==> src/rtl/mat_acc_pkg.sv <==
// ----------------------------------------------------------------------------
// mat_acc_pkg
//   Shared definitions for the matrix-accumulate datapath.
//   - C_BEATS: number of C elements the compute stage emits per result
//     (2x2 output tile). The result collector sizes its buffer from it.
//   - Collector FSM state encoding, as raw constants and as an enum.
// ----------------------------------------------------------------------------
package mat_acc_pkg;

  // Output beats per C result. The compute stage uses the same constant.
  localparam int C_BEATS = 4;

  // Raw encodings, kept stable so older checkers can decode the state bus.
  localparam logic [1:0] S_IDLE    = 2'd0;
  localparam logic [1:0] S_CAPTURE = 2'd1;
  localparam logic [1:0] S_DRAIN   = 2'd2;
  localparam logic [1:0] S_HOLD    = 2'd3;

  typedef enum logic [1:0] {
    ST_IDLE    = S_IDLE,
    ST_CAPTURE = S_CAPTURE,
    ST_DRAIN   = S_DRAIN,
    ST_HOLD    = S_HOLD
  } coll_state_t;

endpackage

==> src/rtl/c_result_collector_result_regfile.sv <==
// ----------------------------------------------------------------------------
// result_regfile
//   DEPTH x DATA_W storage for one captured C result.
//   One write port, one registered read port (latency 1), synchronous clear
//   of the whole array, asynchronous active-low reset.
//
// Ports
//   clk       in   clock
//   rst_n     in   async active-low reset (array and read regs cleared)
//   clr       in   synchronous clear of every entry
//   wr_en     in   write strobe
//   wr_addr   in   write index
//   wr_data   in   write data
//   rd_en     in   read request, samples rd_addr
//   rd_addr   in   read index; indices >= DEPTH read as 0
//   rd_data   out  read data, valid the cycle after rd_en (0 otherwise)
//   rd_valid  out  rd_data valid strobe
// ----------------------------------------------------------------------------
module result_regfile #(
  parameter int DATA_W = 32,
  parameter int DEPTH  = 4,
  parameter int ADDR_W = $clog2(DEPTH)
) (
  input  logic              clk,
  input  logic              rst_n,
  input  logic              clr,
  input  logic              wr_en,
  input  logic [ADDR_W-1:0] wr_addr,
  input  logic [DATA_W-1:0] wr_data,
  input  logic              rd_en,
  input  logic [ADDR_W-1:0] rd_addr,
  output logic [DATA_W-1:0] rd_data,
  output logic              rd_valid
);

  logic [DATA_W-1:0] mem [DEPTH];

  // Index range check done one bit wider so a non-power-of-two DEPTH still
  // rejects the unused upper addresses.
  logic rd_in_range;
  assign rd_in_range = ({1'b0, rd_addr} < (ADDR_W+1)'(DEPTH));

  // Storage. Clear wins over a same-cycle write.
  always_ff @(posedge clk or negedge rst_n) begin
    if (!rst_n) begin
      for (int i = 0; i < DEPTH; i++) mem[i] <= '0;
    end else if (clr) begin
      for (int i = 0; i < DEPTH; i++) mem[i] <= '0;
    end else if (wr_en) begin
      mem[wr_addr] <= wr_data;
    end
  end

  // Read port sees the pre-edge array contents, so a same-cycle write or
  // clear of the addressed entry returns the old value.
  always_ff @(posedge clk or negedge rst_n) begin
    if (!rst_n) begin
      rd_data  <= '0;
      rd_valid <= 1'b0;
    end else begin
      rd_valid <= rd_en;
      if (rd_en && rd_in_range) rd_data <= mem[rd_addr];
      else                      rd_data <= '0;
    end
  end

endmodule

==> src/rtl/c_result_collector.sv <==
// ----------------------------------------------------------------------------
// c_result_collector
//   Sink for the compute stage's C AXI-Stream. Captures one result of N_OUT
//   beats into a local buffer, then holds it (tready low) until res_clear.
//   Length errors (short packet, or no tlast on the N_OUT-th beat) are
//   flagged on res_err; excess beats of a long packet are drained and
//   discarded. A registered random-access read port exposes the buffer.
//
// Handshake: a beat transfers on a rising clk edge where tvalid and tready
//   are both high. tready depends only on state and res_clear, never on
//   tvalid, and is held low while res_clear is high so no beat is taken in
//   the cycle the capture is being restarted.
//
// Ports
//   clk, rst_n        clock, async active-low reset
//   s_axis_c_tdata    C element
//   s_axis_c_tvalid   beat valid
//   s_axis_c_tready   collector can accept
//   s_axis_c_tlast    last beat of result
//   res_clear         release held result / abort capture (ignored in IDLE)
//   rd_en, rd_addr    read request and buffer index
//   rd_data, rd_valid registered read data and strobe (latency 1)
//   res_valid         complete result held
//   res_err           held/in-progress result has a wrong beat count
//   res_beats         beats stored, saturates at N_OUT
//   res_done          one-cycle pulse on entry to HOLD
// ----------------------------------------------------------------------------
module c_result_collector
  import mat_acc_pkg::*;
#(
  parameter int DATA_W = 32,
  parameter int N_OUT  = C_BEATS
) (
  input  logic                       clk,
  input  logic                       rst_n,
  input  logic [DATA_W-1:0]          s_axis_c_tdata,
  input  logic                       s_axis_c_tvalid,
  output logic                       s_axis_c_tready,
  input  logic                       s_axis_c_tlast,
  input  logic                       res_clear,
  input  logic                       rd_en,
  input  logic [$clog2(N_OUT)-1:0]   rd_addr,
  output logic [DATA_W-1:0]          rd_data,
  output logic                       rd_valid,
  output logic                       res_valid,
  output logic                       res_err,
  output logic [$clog2(N_OUT+1)-1:0] res_beats,
  output logic                       res_done
);

  localparam int PTR_W   = $clog2(N_OUT);
  localparam int BEATS_W = $clog2(N_OUT+1);
  localparam logic [PTR_W-1:0] LAST_PTR = PTR_W'(N_OUT-1);

  coll_state_t      state, state_nxt;
  logic [PTR_W-1:0] wr_ptr;
  logic             err_nxt;

  logic at_last;
  logic clear_req;
  logic accept;
  logic wr_en;

  assign at_last   = (wr_ptr == LAST_PTR);
  assign clear_req = res_clear && (state != ST_IDLE);

  assign s_axis_c_tready = ((state == ST_CAPTURE) || (state == ST_DRAIN)) && !res_clear;
  assign accept          = s_axis_c_tvalid && s_axis_c_tready;
  // DRAIN accepts beats but never stores them.
  assign wr_en           = accept && (state == ST_CAPTURE);

  // Next-state logic. res_clear outranks any beat; tready is already low
  // then, so accept cannot be set in the same cycle anyway.
  always_comb begin
    state_nxt = state;
    unique case (state)
      ST_IDLE: state_nxt = ST_CAPTURE;
      ST_CAPTURE: begin
        if (clear_req) begin
          state_nxt = ST_CAPTURE;
        end else if (accept) begin
          if (at_last)             state_nxt = s_axis_c_tlast ? ST_HOLD : ST_DRAIN;
          else if (s_axis_c_tlast) state_nxt = ST_HOLD;
        end
      end
      ST_DRAIN: begin
        if (clear_req)                    state_nxt = ST_CAPTURE;
        else if (accept && s_axis_c_tlast) state_nxt = ST_HOLD;
      end
      ST_HOLD: begin
        if (clear_req) state_nxt = ST_CAPTURE;
      end
      default: state_nxt = ST_IDLE;
    endcase
  end

  // Error flag: decided by the beat that ends the buffered part of the
  // packet. A full buffer without tlast (long packet) or tlast before the
  // buffer is full (short packet) are both errors.
  always_comb begin
    err_nxt = res_err;
    if (clear_req) begin
      err_nxt = 1'b0;
    end else if (wr_en) begin
      if (at_last)             err_nxt = !s_axis_c_tlast;
      else if (s_axis_c_tlast) err_nxt = 1'b1;
    end
  end

  always_ff @(posedge clk or negedge rst_n) begin
    if (!rst_n) begin
      state     <= ST_IDLE;
      wr_ptr    <= '0;
      res_beats <= '0;
      res_valid <= 1'b0;
      res_err   <= 1'b0;
      res_done  <= 1'b0;
    end else begin
      state     <= state_nxt;
      res_err   <= err_nxt;
      res_valid <= (state_nxt == ST_HOLD);
      res_done  <= (state_nxt == ST_HOLD) && (state != ST_HOLD);
      if (clear_req) begin
        wr_ptr    <= '0;
        res_beats <= '0;
      end else if (wr_en) begin
        // The last write leaves CAPTURE, so the pointer parks instead of
        // wrapping back onto entry 0.
        if (!at_last) wr_ptr <= wr_ptr + 1'b1;
        res_beats <= res_beats + 1'b1;
      end
    end
  end

  result_regfile #(
    .DATA_W (DATA_W),
    .DEPTH  (N_OUT),
    .ADDR_W (PTR_W)
  ) u_regfile (
    .clk      (clk),
    .rst_n    (rst_n),
    .clr      (clear_req),
    .wr_en    (wr_en),
    .wr_addr  (wr_ptr),
    .wr_data  (s_axis_c_tdata),
    .rd_en    (rd_en),
    .rd_addr  (rd_addr),
    .rd_data  (rd_data),
    .rd_valid (rd_valid)
  );

  // Structural invariants.
  a_no_write_without_ready : assert property (
    @(posedge clk) disable iff (!rst_n) wr_en |-> s_axis_c_tready);
  a_done_one_cycle : assert property (
    @(posedge clk) disable iff (!rst_n) res_done |=> !res_done);
  a_valid_only_in_hold : assert property (
    @(posedge clk) disable iff (!rst_n) res_valid |-> (state == ST_HOLD));
  a_beats_bounded : assert property (
    @(posedge clk) disable iff (!rst_n) res_beats <= BEATS_W'(N_OUT));

endmodule

==> config.mk <==
export PLATFORM = sky130hd
export DESIGN_NAME = c_result_collector
export DESIGN_NICKNAME = d
export VERILOG_FILES = /design/src/rtl/mat_acc_pkg.sv /design/src/rtl/c_result_collector_result_regfile.sv /design/src/rtl/c_result_collector.sv
export SDC_FILE = /design/constraint.sdc
export NUM_CORES = 1
export LEC_CHECK = 0
export BUFFER_PORTS_ARGS = -buffer_cell sky130_fd_sc_hd__buf_2
export CORE_UTILIZATION = 38
export CTS_CLUSTER_DIAMETER = 100
export DETAILED_ROUTE_END_ITERATION = 6
export PLACE_DENSITY_LB_ADDON = 0.15
export RECOVER_POWER = 25
export SYNTH_ARGS = -nofsm -noshare
export SYNTH_HDL_FRONTEND = slang
export SYNTH_SLANG_ARGS = --single-unit
==> constraint.sdc <==
create_clock -name clk -period 4.5 [get_ports clk]
set_input_delay 1.35 -clock clk [delete_from_list [all_inputs] [get_ports clk]]
set_output_delay 1.35 -clock clk [all_outputs]
set_load 0.05 [all_outputs]
### After elaboration in Yosys (flattened, before gate mapping)

Index checks and enable logic that the tools add are counted.

| word-level totals | value |
|---|---|
| bits in registers | 171 |

| cells by class | value |
|---|---|
| bitwise gates (word level) | 2 |
| eq/ne operators | 7 |
| reductions and logical operators | 16 |
| multiplexer cells | 27 |
| $add $sub $neg | 2 |
| magnitude comparators | 3 |

Operator list:

| operator | count |
|---|---|
| $mux W128 | 2 |
| $bwmux W128 | 1 |
| $mux W32 | 4 |
| $bmux W32 S2 | 1 |
| $demux W32 S2 | 1 |
| $mux W2 | 10 |
| $eq A2 B2 Y1 const B | 4 |
| $pmux W2 S4 | 1 |
| $logic_and A1 B1 Y1 | 7 |
| $ge A3 B3 Y1 const B | 2 |
| $mux W3 | 2 |
| $not A2 Y3 | 2 |
| $mux W1 | 5 |
| $reduce_and A2 Y1 | 2 |
| $reduce_bool A2 Y1 | 2 |
| $add A3 B1 Y3 const B | 1 |
| $lt A3 B1 Y1 const B | 1 |
| $reduce_bool A3 Y1 | 1 |
| $add A2 B1 Y2 const B | 1 |
| $eq A2 B1 Y1 const B | 1 |
| $logic_not A1 Y1 | 2 |
| $logic_not A2 Y1 | 1 |
| $ne A2 B1 Y1 const B | 1 |
| $ne A2 B2 Y1 const B | 1 |
| $logic_or A1 B1 Y1 | 1 |

### Longest topological paths before layout

| logic depth | value |
|---|---|
| depth after elaboration | 10 |
| mapped depth | 9 |

### By module

From an unflattened synthesis, not the netlist that was laid out.

| second synthesis, totals | value |
|---|---|
| cells, all modules | 652 |
| area total of the unflattened synthesis | 8199.1 µm² |

Modules (own cells, without submodules):

| module | cells an instance | instances | area each (µm²) |
|---|---|---|---|
| result_regfile | 596 | 1 | 7617.3 |
| c_result_collector | 56 | 1 | 581.8 |

### Worst setup path before layout

OpenSTA, ideal clock, no wires.

| timing path | value |
|---|---|
| kind | input port to output port |
| start point | input port res_clear |
| end point | output port s_axis_c_tready |
| cell stages on the path | 1 |
| setup slack | 1.111 ns |
| path buffers | 0 |
| required time | 3.150 ns |
| data arrival time | 2.039 ns |
| cells stage by stage | nor2b_1 |

| between the ends | value |
|---|---|
| cells in the longest elaborated chain, start to end | 2 |

Ends and longest elaborated chain:

| what | RTL line | text |
|---|---|---|
| from (decl) | c_result_collector.sv:40 | `input logic res_clear,` |
| $logic_not A1 Y1 | c_result_collector.sv:67 | `assign s_axis_c_tready = ((state == ST_CAPTURE) \|\| (state == ST_DRAIN)) && !res_clear;` |
| $logic_and A1 B1 Y1 | c_result_collector.sv:67 |  |
| to (decl) | c_result_collector.sv:38 | `output logic s_axis_c_tready,` |

Every way passes these cells.

### Worst setup path after layout

Same ends and word-level chain as after synthesis.

==> flow_summary.toml <==
[sta]
fin_hold_ws_ns = 0.511
clock_skew_ns = 0.0101
rsz0062_at_grt = "false"
slew_headroom = -0.525
tns_ns = 0
setup_violations = 0
slew_viol_final = 124
hold_viol_final = 0
period_minus_slack_ns = 3.21
tightest_slew_ns = 2.29
post-route-period-util = 0.712
fmax_mhz = 312

[logic_synthesis]
muxShareOfSynthArea = 0.0965
synth_compound_area_frac = 0.103
synth_ff_type = "dfrtp_1"
synth_xor_area_frac = 0.00114
synth-adder-area-share = 0.0179
async_flop_share = 1.00
ys.warnings.count = 0
synth_top_family_by_area = "simple AND/OR/NAND/NOR gates"
yosys.area_share.simple = 0.180
syn_nets = 782
synth-seq-cells = 171
yosysSeqAreaShare = 0.557
synth_edf_count = 0
synth.distinct_cells = 33
synth_cells = 731
syn_area_mm2 = 0.00768
synth.avg_cell_area_um2 = 10.5

[clock_network]
cts-resized-gates = 0
cts.htree.levels = 4
clkSlewWorstSetupHoldPaths_ns = 0.06
cts_tree = "done"
cts_sinks = 171
ctsHoldBuffers = 0
cts_max_path_buffers = 2
cts_setup_buffers = 0
cts_root_buffer = "clkbuf_16"
cts_buffers = 17
clkLatencyLatePin_ns = 0.43

[route]
wl_um = 19100
drc = 0
wl_per_cell_um = 17.9
vias_per_cell = 5.15
first_pass_iters = 5
final_antenna_net_count = 0
routed-via-count = 5490
initialDrtViolationCount = 502

[global_routing]
grt_pass1_vias = 5629
grt_pass1_wl_um = 30800
grt_max_degree = 91
antenna_found_initial = 2
grtUsageTotal = 0.200
overflow = 0

[layout]
mostFrequentLayoutCell = "nand2_1"
final_nets = 838
n_antenna_cell = 0
post-route-cell-area_mm2 = 0.00887
mostFrequentLayoutCells = "nand2_1, dfrtp_1, a21oi_1, buf_2, and2_1"
drive_above_1_share = 0.251
area_delta_synth_final_pct = 15.4

[floorplan]
core_mm2 = 0.0197
dieArea_mm2 = 0.0208
num_io_pins = 80
num_rows = 51
start_util = 0.391
die_w_um = 144
die_h_um = 144

[critical_path]
crit_chain = "clkbuf_1 > nor2b_1 > buf_2"
slowest_stage = "buf_2"
arrival_ns = 1.86
worstSetupEndpointType = "primary output"
crit_type = "input pin to primary output"
cp-start-kind = "input pin"
critPathMaxStageDelay_ns = 0.27
cp.required_ns = 3.15
crit_fanout = 6

[power]
p_leak_uw = 0.00395
ir_drop_uv = 298
power_density_mw_per_mm2 = 474

[placement]
gp_congestion = 0.773
dpl-instance-area_mm2 = 0.00823
post-dp-hpwl_um = 10400
io_buffers = 79

[worst_hold_path]
hold_path.class = "register to register"

[status]
violations = "capacitance limit, slew limit"
status = "finished with violations"

[flow_run]
cap_viol_max_count = 2
## sequential cells by signal (all words and copies together) (netlist names)
| name | cells |
|---|---|
| wr_ptr | 2 |
| u_regfile.rd_data | 32 |
| u_regfile.rd_valid | 1 |
| res_valid | 1 |
| state | 2 |
| u_regfile.mem | 128 |
| res_beats | 3 |
| res_done | 1 |
| res_err | 1 |
## per-layer routing
layer  wire length, um  up-vias  part of all wire  GRT usage
met3               925       30             0.049     0.0427
li1                  -     2526                 -          -
met2              9380      139              0.49      0.319
met5                24        -            0.0013          0
met4               288        4             0.015     0.0698
met1              8450     2791              0.44      0.270
## power breakdown
group          leakage [uW]  internal [uW]  switching [uW]
logic               0.00127            254             559
clock network      0.000315           1030             592
registers           0.00237           1690            80.8
total               0.00395           2970            1230
## critical path: cells and delay by family
family        cells  cell delay (ns)
simple gates      1             0.12
buf+inv           2             0.39
## synth_stat cells (all sizes together) (2+ instances only)
master | instances | area (um2)
dfrtp | 171 | 4280
buf | 41 | 272
a21oi | 128 | 753
nand3 | 3 | 15.0
inv | 7 | 26.3
nor2b | 2 | 12.5
clkbuf | 12 | 45.0
nor2 | 5 | 18.8
nor3 | 3 | 15.0
mux4 | 32 | 721
and2 | 36 | 228
ha | 11 | 138
o21ai | 3 | 15.0
nand2 | 265 | 1040
## final cells by class
type	count	area, um2
Tap cell	265	332
Sequential cell	171	4280
Clock buffer	25	485
Fill cell	1888	10800
Timing Repair Buffer	90	513
Multi-Input combinational cell	500	3070
Inverter	7	26.3
Clock inverter	7	160
## cell families (layout without fill, tap and decap cells)
| logic type | after synthesis | count (layout) |
|---|---|---|
| buffers and inverters | 60 | 129 |
| XOR/XNOR | 1 | 1 |
| AND/OR/NAND/NOR | 320 | 320 |
| flip-flops | 171 | 171 |
| multiplexers | 34 | 34 |
| adder cells (fa/ha/maj) | 11 | 11 |
| AO/OA/AOI/OAI | 134 | 134 |
## stage by stage
| step | power (uW) | util | worst slack, ns | cells |
|---|---|---|---|---|
| after floorplan | 2370 | - | 1.11 | 731 |
| after global placement | 2590 | 0.419 | 1.17 | 1033 |
| after detailed placement | 2620 | 0.419 | 1.10 | 1033 |
| after CTS | 4240 | 0.452 | 1.31 | 1065 |
| after global routing | 4390 | 0.451 | 1.07 | 1065 |
| final | 4200 | 0.451 | 1.29 | 1065 |
## path summary, 6_finish.rpt
check,slack [ns],to,depth (start not counted),from
max reg2reg,1.72,u_regfile.mem[54],7,state[1]
max,1.29,s_axis_c_tready,3,res_clear
min in group asynchronous,1.59,u_regfile.rd_data[13],1,rst_n
min,0.51,u_regfile.mem[10],2,u_regfile.mem[10]
min reg2reg,0.51,u_regfile.mem[10],2,u_regfile.mem[10]
max in group asynchronous,1.55,u_regfile.mem[0],1,rst_n
Power figures use the tool's default switching activity.
